### src/rtl/seq_player.sv
// seq_player: replays PATTERN through a sequence detector's in/next port and captures its out per step.
// Define SEQ_PLAYER_CHECK_EN to compare each captured bit against EXPECT and report err_count/pass.
module seq_player #(
    parameter int             LEN      = 11,
    parameter logic [LEN-1:0] PATTERN  = 11'h31A,
    parameter logic [LEN-1:0] EXPECT   = '0,
    parameter int             HIGH_CYC = 4,
    parameter int             LOW_CYC  = 4,
    localparam int            W        = $clog2(LEN + 1)
) (
    input  logic           clk,
    input  logic           reset,
    input  logic           start,
    input  logic           abort,
    input  logic           out_fb,
    output logic           seq_in,
    output logic           seq_next,
    output logic           busy,
    output logic           done,
    output logic [W-1:0]   step_idx,
    output logic [LEN-1:0] captured,
    output logic [W-1:0]   err_count,
    output logic           pass
);

    localparam int CMAX = (HIGH_CYC > LOW_CYC) ? HIGH_CYC : LOW_CYC;
    localparam int CW   = (CMAX > 1) ? $clog2(CMAX) : 1;
    localparam logic [CW-1:0] HIGH_LAST = CW'(HIGH_CYC - 1);
    localparam logic [CW-1:0] LOW_LAST  = CW'(LOW_CYC - 1);
    localparam logic [W-1:0]  STEP_LAST = W'(LEN - 1);

    typedef enum logic [2:0] {
        S_IDLE,
        S_SETUP,
        S_HIGH,
        S_LOW,
        S_DONE
    } state_t;

    state_t         state_q, state_d;
    logic [CW-1:0]  cnt_q, cnt_d;
    logic           seq_in_q, seq_in_d;
    logic           seq_next_q, seq_next_d;
    logic           busy_q, busy_d;
    logic           done_q, done_d;
    logic [W-1:0]   step_idx_q, step_idx_d;
    logic [LEN-1:0] captured_q, captured_d;

    logic [W-1:0]   step_nxt;
    logic [LEN-1:0] pat_shift;
    logic [LEN-1:0] sample_mask;

`ifdef SEQ_PLAYER_CHECK_EN
    logic [W-1:0]   err_count_q, err_count_d;
    logic           pass_q, pass_d;
    logic [LEN-1:0] exp_shift;
    logic           mismatch;
`endif

    always_comb begin
        state_d     = state_q;
        cnt_d       = cnt_q;
        seq_in_d    = seq_in_q;
        seq_next_d  = seq_next_q;
        busy_d      = busy_q;
        done_d      = 1'b0;
        step_idx_d  = step_idx_q;
        captured_d  = captured_q;
        step_nxt    = step_idx_q + W'(1);
        pat_shift   = PATTERN >> step_nxt;
        sample_mask = LEN'(1) << step_idx_q;
`ifdef SEQ_PLAYER_CHECK_EN
        err_count_d = err_count_q;
        pass_d      = pass_q;
        exp_shift   = EXPECT >> step_idx_q;
        mismatch    = out_fb ^ exp_shift[0];
`endif

        case (state_q)
            S_IDLE: begin
                seq_next_d = 1'b0;
                busy_d     = 1'b0;
                if (start && !abort) begin
                    state_d    = S_SETUP;
                    cnt_d      = '0;
                    step_idx_d = '0;
                    captured_d = '0;
                    seq_in_d   = PATTERN[0];
                    busy_d     = 1'b1;
`ifdef SEQ_PLAYER_CHECK_EN
                    err_count_d = '0;
                    pass_d      = 1'b0;
`endif
                end
            end
            S_SETUP: begin
                state_d    = S_HIGH;
                seq_next_d = 1'b1;
                cnt_d      = '0;
            end
            S_HIGH: begin
                if (cnt_q == HIGH_LAST) begin
                    state_d    = S_LOW;
                    seq_next_d = 1'b0;
                    cnt_d      = '0;
                end else begin
                    cnt_d = cnt_q + CW'(1);
                end
            end
            S_LOW: begin
                if (cnt_q == LOW_LAST) begin
                    // Sample point: the detector has had LOW_CYC cycles to settle after the release.
                    cnt_d      = '0;
                    captured_d = (captured_q & ~sample_mask) | (out_fb ? sample_mask : '0);
`ifdef SEQ_PLAYER_CHECK_EN
                    err_count_d = err_count_q + W'(mismatch);
`endif
                    if (step_idx_q == STEP_LAST) begin
                        state_d = S_DONE;
                        done_d  = 1'b1;
                        busy_d  = 1'b0;
`ifdef SEQ_PLAYER_CHECK_EN
                        pass_d = (err_count_d == '0);
`endif
                    end else begin
                        state_d    = S_SETUP;
                        step_idx_d = step_nxt;
                        seq_in_d   = pat_shift[0];
                    end
                end else begin
                    cnt_d = cnt_q + CW'(1);
                end
            end
            S_DONE: begin
                state_d = S_IDLE;
            end
            default: begin
                state_d    = S_IDLE;
                seq_next_d = 1'b0;
                busy_d     = 1'b0;
            end
        endcase

        // A cancel freezes the partial results exactly as they stood before this edge.
        if (abort && (state_q != S_IDLE)) begin
            state_d    = S_IDLE;
            cnt_d      = '0;
            seq_next_d = 1'b0;
            busy_d     = 1'b0;
            done_d     = 1'b0;
            seq_in_d   = seq_in_q;
            step_idx_d = step_idx_q;
            captured_d = captured_q;
`ifdef SEQ_PLAYER_CHECK_EN
            err_count_d = err_count_q;
            pass_d      = 1'b0;
`endif
        end
    end

    always_ff @(posedge clk or negedge reset) begin
        if (!reset) begin
            state_q    <= S_IDLE;
            cnt_q      <= '0;
            seq_in_q   <= 1'b0;
            seq_next_q <= 1'b0;
            busy_q     <= 1'b0;
            done_q     <= 1'b0;
            step_idx_q <= '0;
            captured_q <= '0;
`ifdef SEQ_PLAYER_CHECK_EN
            err_count_q <= '0;
            pass_q      <= 1'b0;
`endif
        end else begin
            state_q    <= state_d;
            cnt_q      <= cnt_d;
            seq_in_q   <= seq_in_d;
            seq_next_q <= seq_next_d;
            busy_q     <= busy_d;
            done_q     <= done_d;
            step_idx_q <= step_idx_d;
            captured_q <= captured_d;
`ifdef SEQ_PLAYER_CHECK_EN
            err_count_q <= err_count_d;
            pass_q      <= pass_d;
`endif
        end
    end

    assign seq_in   = seq_in_q;
    assign seq_next = seq_next_q;
    assign busy     = busy_q;
    assign done     = done_q;
    assign step_idx = step_idx_q;
    assign captured = captured_q;

`ifdef SEQ_PLAYER_CHECK_EN
    assign err_count = err_count_q;
    assign pass      = pass_q;
`else
    logic unused_expect;
    assign unused_expect = ^EXPECT;
    assign err_count     = '0;
    assign pass          = 1'b0;
`endif

endmodule

### config.mk
export PLATFORM = sky130hd
export DESIGN_NAME = seq_player
export DESIGN_NICKNAME = d
export VERILOG_FILES = /design/src/rtl/seq_player.sv
export SDC_FILE = /design/constraint.sdc
export NUM_CORES = 1
export LEC_CHECK = 0
export BUFFER_PORTS_ARGS = -buffer_cell sky130_fd_sc_hd__buf_2
export CAP_MARGIN = 20
export CORE_UTILIZATION = 30
export CTS_CLUSTER_SIZE = 16
export DETAILED_ROUTE_END_ITERATION = 7
export HOLD_SLACK_MARGIN = 0.12
export PLACE_DENSITY = 0.47
export SYNTH_ARGS = -nofsm -noshare
export SYNTH_HDL_FRONTEND = slang
export SYNTH_SLANG_ARGS = --single-unit
### constraint.sdc
create_clock -name clk -period 4.05 [get_ports clk]
set_input_delay 0.405 -clock clk [delete_from_list [all_inputs] [get_ports clk]]
set_output_delay 0.405 -clock clk [all_outputs]
set_load 0.005 [all_outputs]
* Word-level counts from Yosys, hierarchy flattened
Cells that the tools add are included.
** Cells by class
- $add $sub $neg :: 2
- $mul :: 0
- Div/mod/pow operators :: 0
- Order comparisons :: 0
- Equality and inequality tests :: 15
- Shifts and indexed selects :: 2
- Mux-type cells :: 34
- Bitwise logic cells :: 4
- Reductions and logical operators :: 16
** Operator list (count)
- $mux 11 :: 3
- $pmux 11 s2 :: 1
- $mux 3 :: 5
- $mux 1 :: 13
- $mux 4 :: 3
- $ne 3x3->1 const B :: 4
- $pmux 3 s4 :: 1
- $and 11x11->11 :: 1
- $not 11->11 :: 1
- $or 11x11->11 :: 1
- $shl 1x4->11 const A :: 1
- $shr 10x4->1 const A :: 1
- $pmux 4 s2 :: 1
- $eq 3x2->1 const B :: 2
- $mux 2 :: 3
- $ne 2x2->1 const B :: 3
- $pmux 1 s3 :: 2
- $pmux 2 s3 :: 1
- $reduce_and 3->1 :: 2
- $reduce_and 5->1 :: 1
- $add 4x1->4 const B :: 1
- $eq 4x4->1 const B :: 1
- $ne 2x1->1 const B :: 2
- $reduce_and 2->1 :: 2
- 15 further kinds :: 17
** Storage, ports and cells
- Flip-flop bits (word level) :: 24
- Bits in latches :: 0
- RAM bits :: 0
- Memory bits (read-only) :: 0
- Input bits :: 5
- Output and inout bits :: 24
- Word-level logic and storage cells :: 81
- Memories :: 0

* Logic depth before layout (Yosys ltp)
- Depth in word-level cells :: 6
- Depth in mapped cells :: 6
- Depth with buffers taken out :: 6

* Worst setup path after synthesis
Ideal clock, no wire load.
- Kind :: register to register
- Start point :: reg cnt_q[0]
- End point :: reg step_idx_q[3] (netlist: step_idx[3])
- Setup time :: 0.095 ns
- Data arrival time :: 1.432 ns
- Required time :: 3.955 ns
- Setup slack :: 2.523 ns
- Cell stages (with the launch flop) :: 7
- Buffers on the path :: 1
- Period minus slack after synthesis :: 1.527 ns
- Path through :: dfrtp_1 -> ha_1 -> and3_1 -> o21ai_1 -> buf_2 -> o21ai_0 -> o31ai_1
** Between the ends
- Cells in the longest elaborated chain, start to end :: 3
** RTL lines
- from (decl) :: RTL line 41 : logic [CW-1:0] cnt_q, cnt_d;
- from (signal assigned) :: RTL line 177 : cnt_q <= cnt_d;
- $eq 2x2->1 :: RTL line 111 : if (cnt_q == LOW_LAST) begin
- $ne 2x2->1 (no line)
- $reduce_and 5->1 (no line)
- to (signal assigned) :: RTL line 182 : step_idx_q <= step_idx_d;
- to (decl) :: RTL line 46 : logic [W-1:0] step_idx_q, step_idx_d;
Every way passes these cells.
A chain may end at the register's enable or synchronous reset.

* Worst setup path after layout
- Start point :: reg cnt_q[0]
- End point :: reg step_idx_q[0] (netlist: step_idx[0])
The elaborated chain is that of the path after synthesis.

==> reports/qor.yml <==
outcome: "complete, no violations"
fmax_ghz: 0.4543
synth_ff_type: "dfrtp_1"
drt_pass1_iterations: 4
clock-sinks: 24
period_share: 0.5435
r2r_start: "cnt_q[0]$_DFFE_PN0P_"
cp.arrival_ns: 2.41
via_count: 1106
finalSetupViolCount: 0
maxSlewHeadroom: 0.3485
num_rows: 24
yosysSeqAreaShare: 0.4360
yosys_warnings: 0
finalHoldViolations: 0
post_layout_nonfiller_instances: 224
rsz0062_at_grt: "false"
clk_latency_ns: 0.27
viasPerCell: 4.938
hold_buffers: 0
netlist_instances: 152
core_area_um2: 4384
drt_wl_total_um: 2995
start_util: 0.3142
path_class: "reg2reg"
place_congestion: 0.8417
area_growth_pct: 12.35
crit_fanout: 15
clkTransAtPathRegs_ns: 0.09
finalSetupTns_ns: 0
hold_class: "in2async"
leakage_uw: 0.0008123
dieArea_um2: 4867
io_buffers: 23
root_buffer: "clkbuf_8"
io-pin-count: 29
drcViolationCount: 0
dpl_worst_slack_ns: 1.872
critical_path_depth: 5
reg2reg_setup_slack_ns: 1.85
grtUsageTotal: 0.1293
crit_start: "cnt_q[0]$_DFFE_PN0P_"
ant_nets: 0
die-width_um: 69.77
grt_pass1_vias: 1070
post_cts_buffers: 0
drv_cap: 0
cts_made_buffers: 3
htree_levels: 1
ys_ff_latch: 24
layout_min_cycle_time_ns: 2.201
timing.final.ws_setup_ns: 1.849
worstSetupEndpointType: "register"
worst_path_max_delay_cell: "o21ai_1"
dp.cells: 220
synthArstFlopShare: 1.000
antenna_found_initial: 0
nFillCells: 438
clock_skew_ns: 0.004882
cts_resized: 0
fp.dieH_um: 69.77
tightest_slew_ns: 0.9707
cp_num_buf_inv: 0
p_total_uw: 495.4
crit_chain: "ha_1 > and3_1 > o21ai_1 > o21bai_1 > mux2_2"
synth_area_um2: 1378
final_layout_size_suffix_gt1_frac: 0.1802
grt.overflow.total: 0
ir_drop_mv: 0.1086
synth-edff-count: 0
grt_pass1_wl_um: 5023
cts_tree: "yes"
cts_buffer_depth: 2
r2r_cells: 5
synth_area_per_cell_um2: 9.063
finalMaxSlewViolations: 0
grt_max_degree: 25
post-route-util: 0.3530
wl_per_cell_um: 13.37
crit_required_ns: 4.26
critPathLaunchType: "register"
crit_end: "step_idx[0]$_DFFE_PN0P_"
cpPeakStageDelay_ns: 0.77
ys_types: 39
path_delay_family: "compound AO/OA/AOI/OAI gates"
first_iter_violations: 41
diodes: 0
p_per_area_nw_per_um2: 320.1
final_nets: 186
rr_endpoint: "step_idx[0]$_DFFE_PN0P_"
dp_hpwl_um: 2146
==> worst min-delay path by stage <==
stage	startpoint	end	slack, ns	cells after the start
final	reset	captured[5]$_DFFE_PN0P_	0.11	1
after global routing	reset	captured[8]$_DFFE_PN0P_	0.16	1
after CTS	reset	seq_next$_DFFE_PN0P_	0.14	1
after detailed placement	reset	seq_next$_DFFE_PN0P_	0.43	1
after global placement	reset	seq_next$_DFFE_PN0P_	0.42	1
after floorplan	reset	busy$_DFFE_PN0P_	0.11	0
==> cell usage in the layout (no fill, tap or decap), drive strengths merged, types with 2 or more instances in the layout <==
cell,count
nand2b,2
o21ai,19
nor2b,4
nand3,11
clkbuf,4
o31ai,2
inv,8
buf,23
ha,8
nor3b,2
a22o,3
nor2,10
nand2,16
xnor2,2
conb,5
a21oi,13
dfrtp,24
==> metal layers <==
layer  vias to the layer above  GRT usage  share of wire
li1                        563          -              -
met1                       514     0.1822           0.49
met2                        27     0.1987           0.46
met3                         2    0.01890          0.042
met4                         0    0.05111         0.0077
met5                         -          0              0
==> where the power goes <==
group          internal, µW  switching (µW)
Sequential              250            12.4
Combinational          26.7            40.8
Clock                  86.8            78.8
Total                   363             132
==> flip-flops by register name, summed over array words and instances, names as in the netlist <==
signal / count
captured: 11
cnt_q: 2
state_q: 3
busy: 1
seq_next: 1
done: 1
seq_in: 1
step_idx: 4
==> worst reg2reg max path: cells and delay by family (launching register included) <==
family,cells,cell delay [ns]
AOI/OAI and AO/OA,2,1.04
DFF,1,0.40
muxes,1,0.21
adders and majority gates,1,0.27
and+or+nand+nor,1,0.23
==> through the flow <==
| stage | hold WS (ns) | instance area [µm²] |
|---|---|---|
| final | 0.1140 | 1548 |
| after global routing | 0.1643 | 1548 |
| after CTS | 0.1358 | 1548 |
| after detailed placement | 0.4314 | 1493 |
| after global placement | 0.4236 | 1493 |
| after floorplan | 0.1094 | 1393 |
==> logic make-up after synthesis <==
| family | Yosys count | share of synthesized area |
|---|---|---|
| buffers and inverters | 19 | 0.07992 |
| DFF | 24 | 0.4360 |
| other | 1 | 0.002722 |
| adders and majority gates | 8 | 0.07266 |
| AOI/OAI and AO/OA | 44 | 0.1916 |
| muxes | 2 | 0.01544 |
| xor gates and xnor gates | 2 | 0.01272 |
| and+or+nand+nor | 52 | 0.1889 |
==> final cells by class <==
cell class | count | area (µm²) | share of cell area
multi-input cells | 113 | 681.9 | 0.4406
flip-flops and latches | 24 | 600.6 | 0.3880
repair buffers | 23 | 115.1 | 0.07437
well taps | 52 | 65.06 | 0.04204
clock buffers | 4 | 55.05 | 0.03557
inverters | 8 | 30.03 | 0.01940
==> cells in the mapped netlist (all sizes together), types with 2 or more instances <==
| cell type | n | share of area |
|---|---|---|
| nor2b | 4 | 0.018 |
| nand2b | 2 | 0.0091 |
| ha | 8 | 0.073 |
| buf | 10 | 0.054 |
| inv | 8 | 0.022 |
| a21oi | 13 | 0.047 |
| nor3b | 2 | 0.015 |
| nand2 | 16 | 0.044 |
| dfrtp | 24 | 0.44 |
| a22o | 3 | 0.020 |
| o31ai | 2 | 0.011 |
| nand3 | 11 | 0.040 |
| o21ai | 19 | 0.072 |
| nor2 | 10 | 0.027 |
| xnor2 | 2 | 0.013 |
Note: power is estimated with default switching activity, not from simulation.
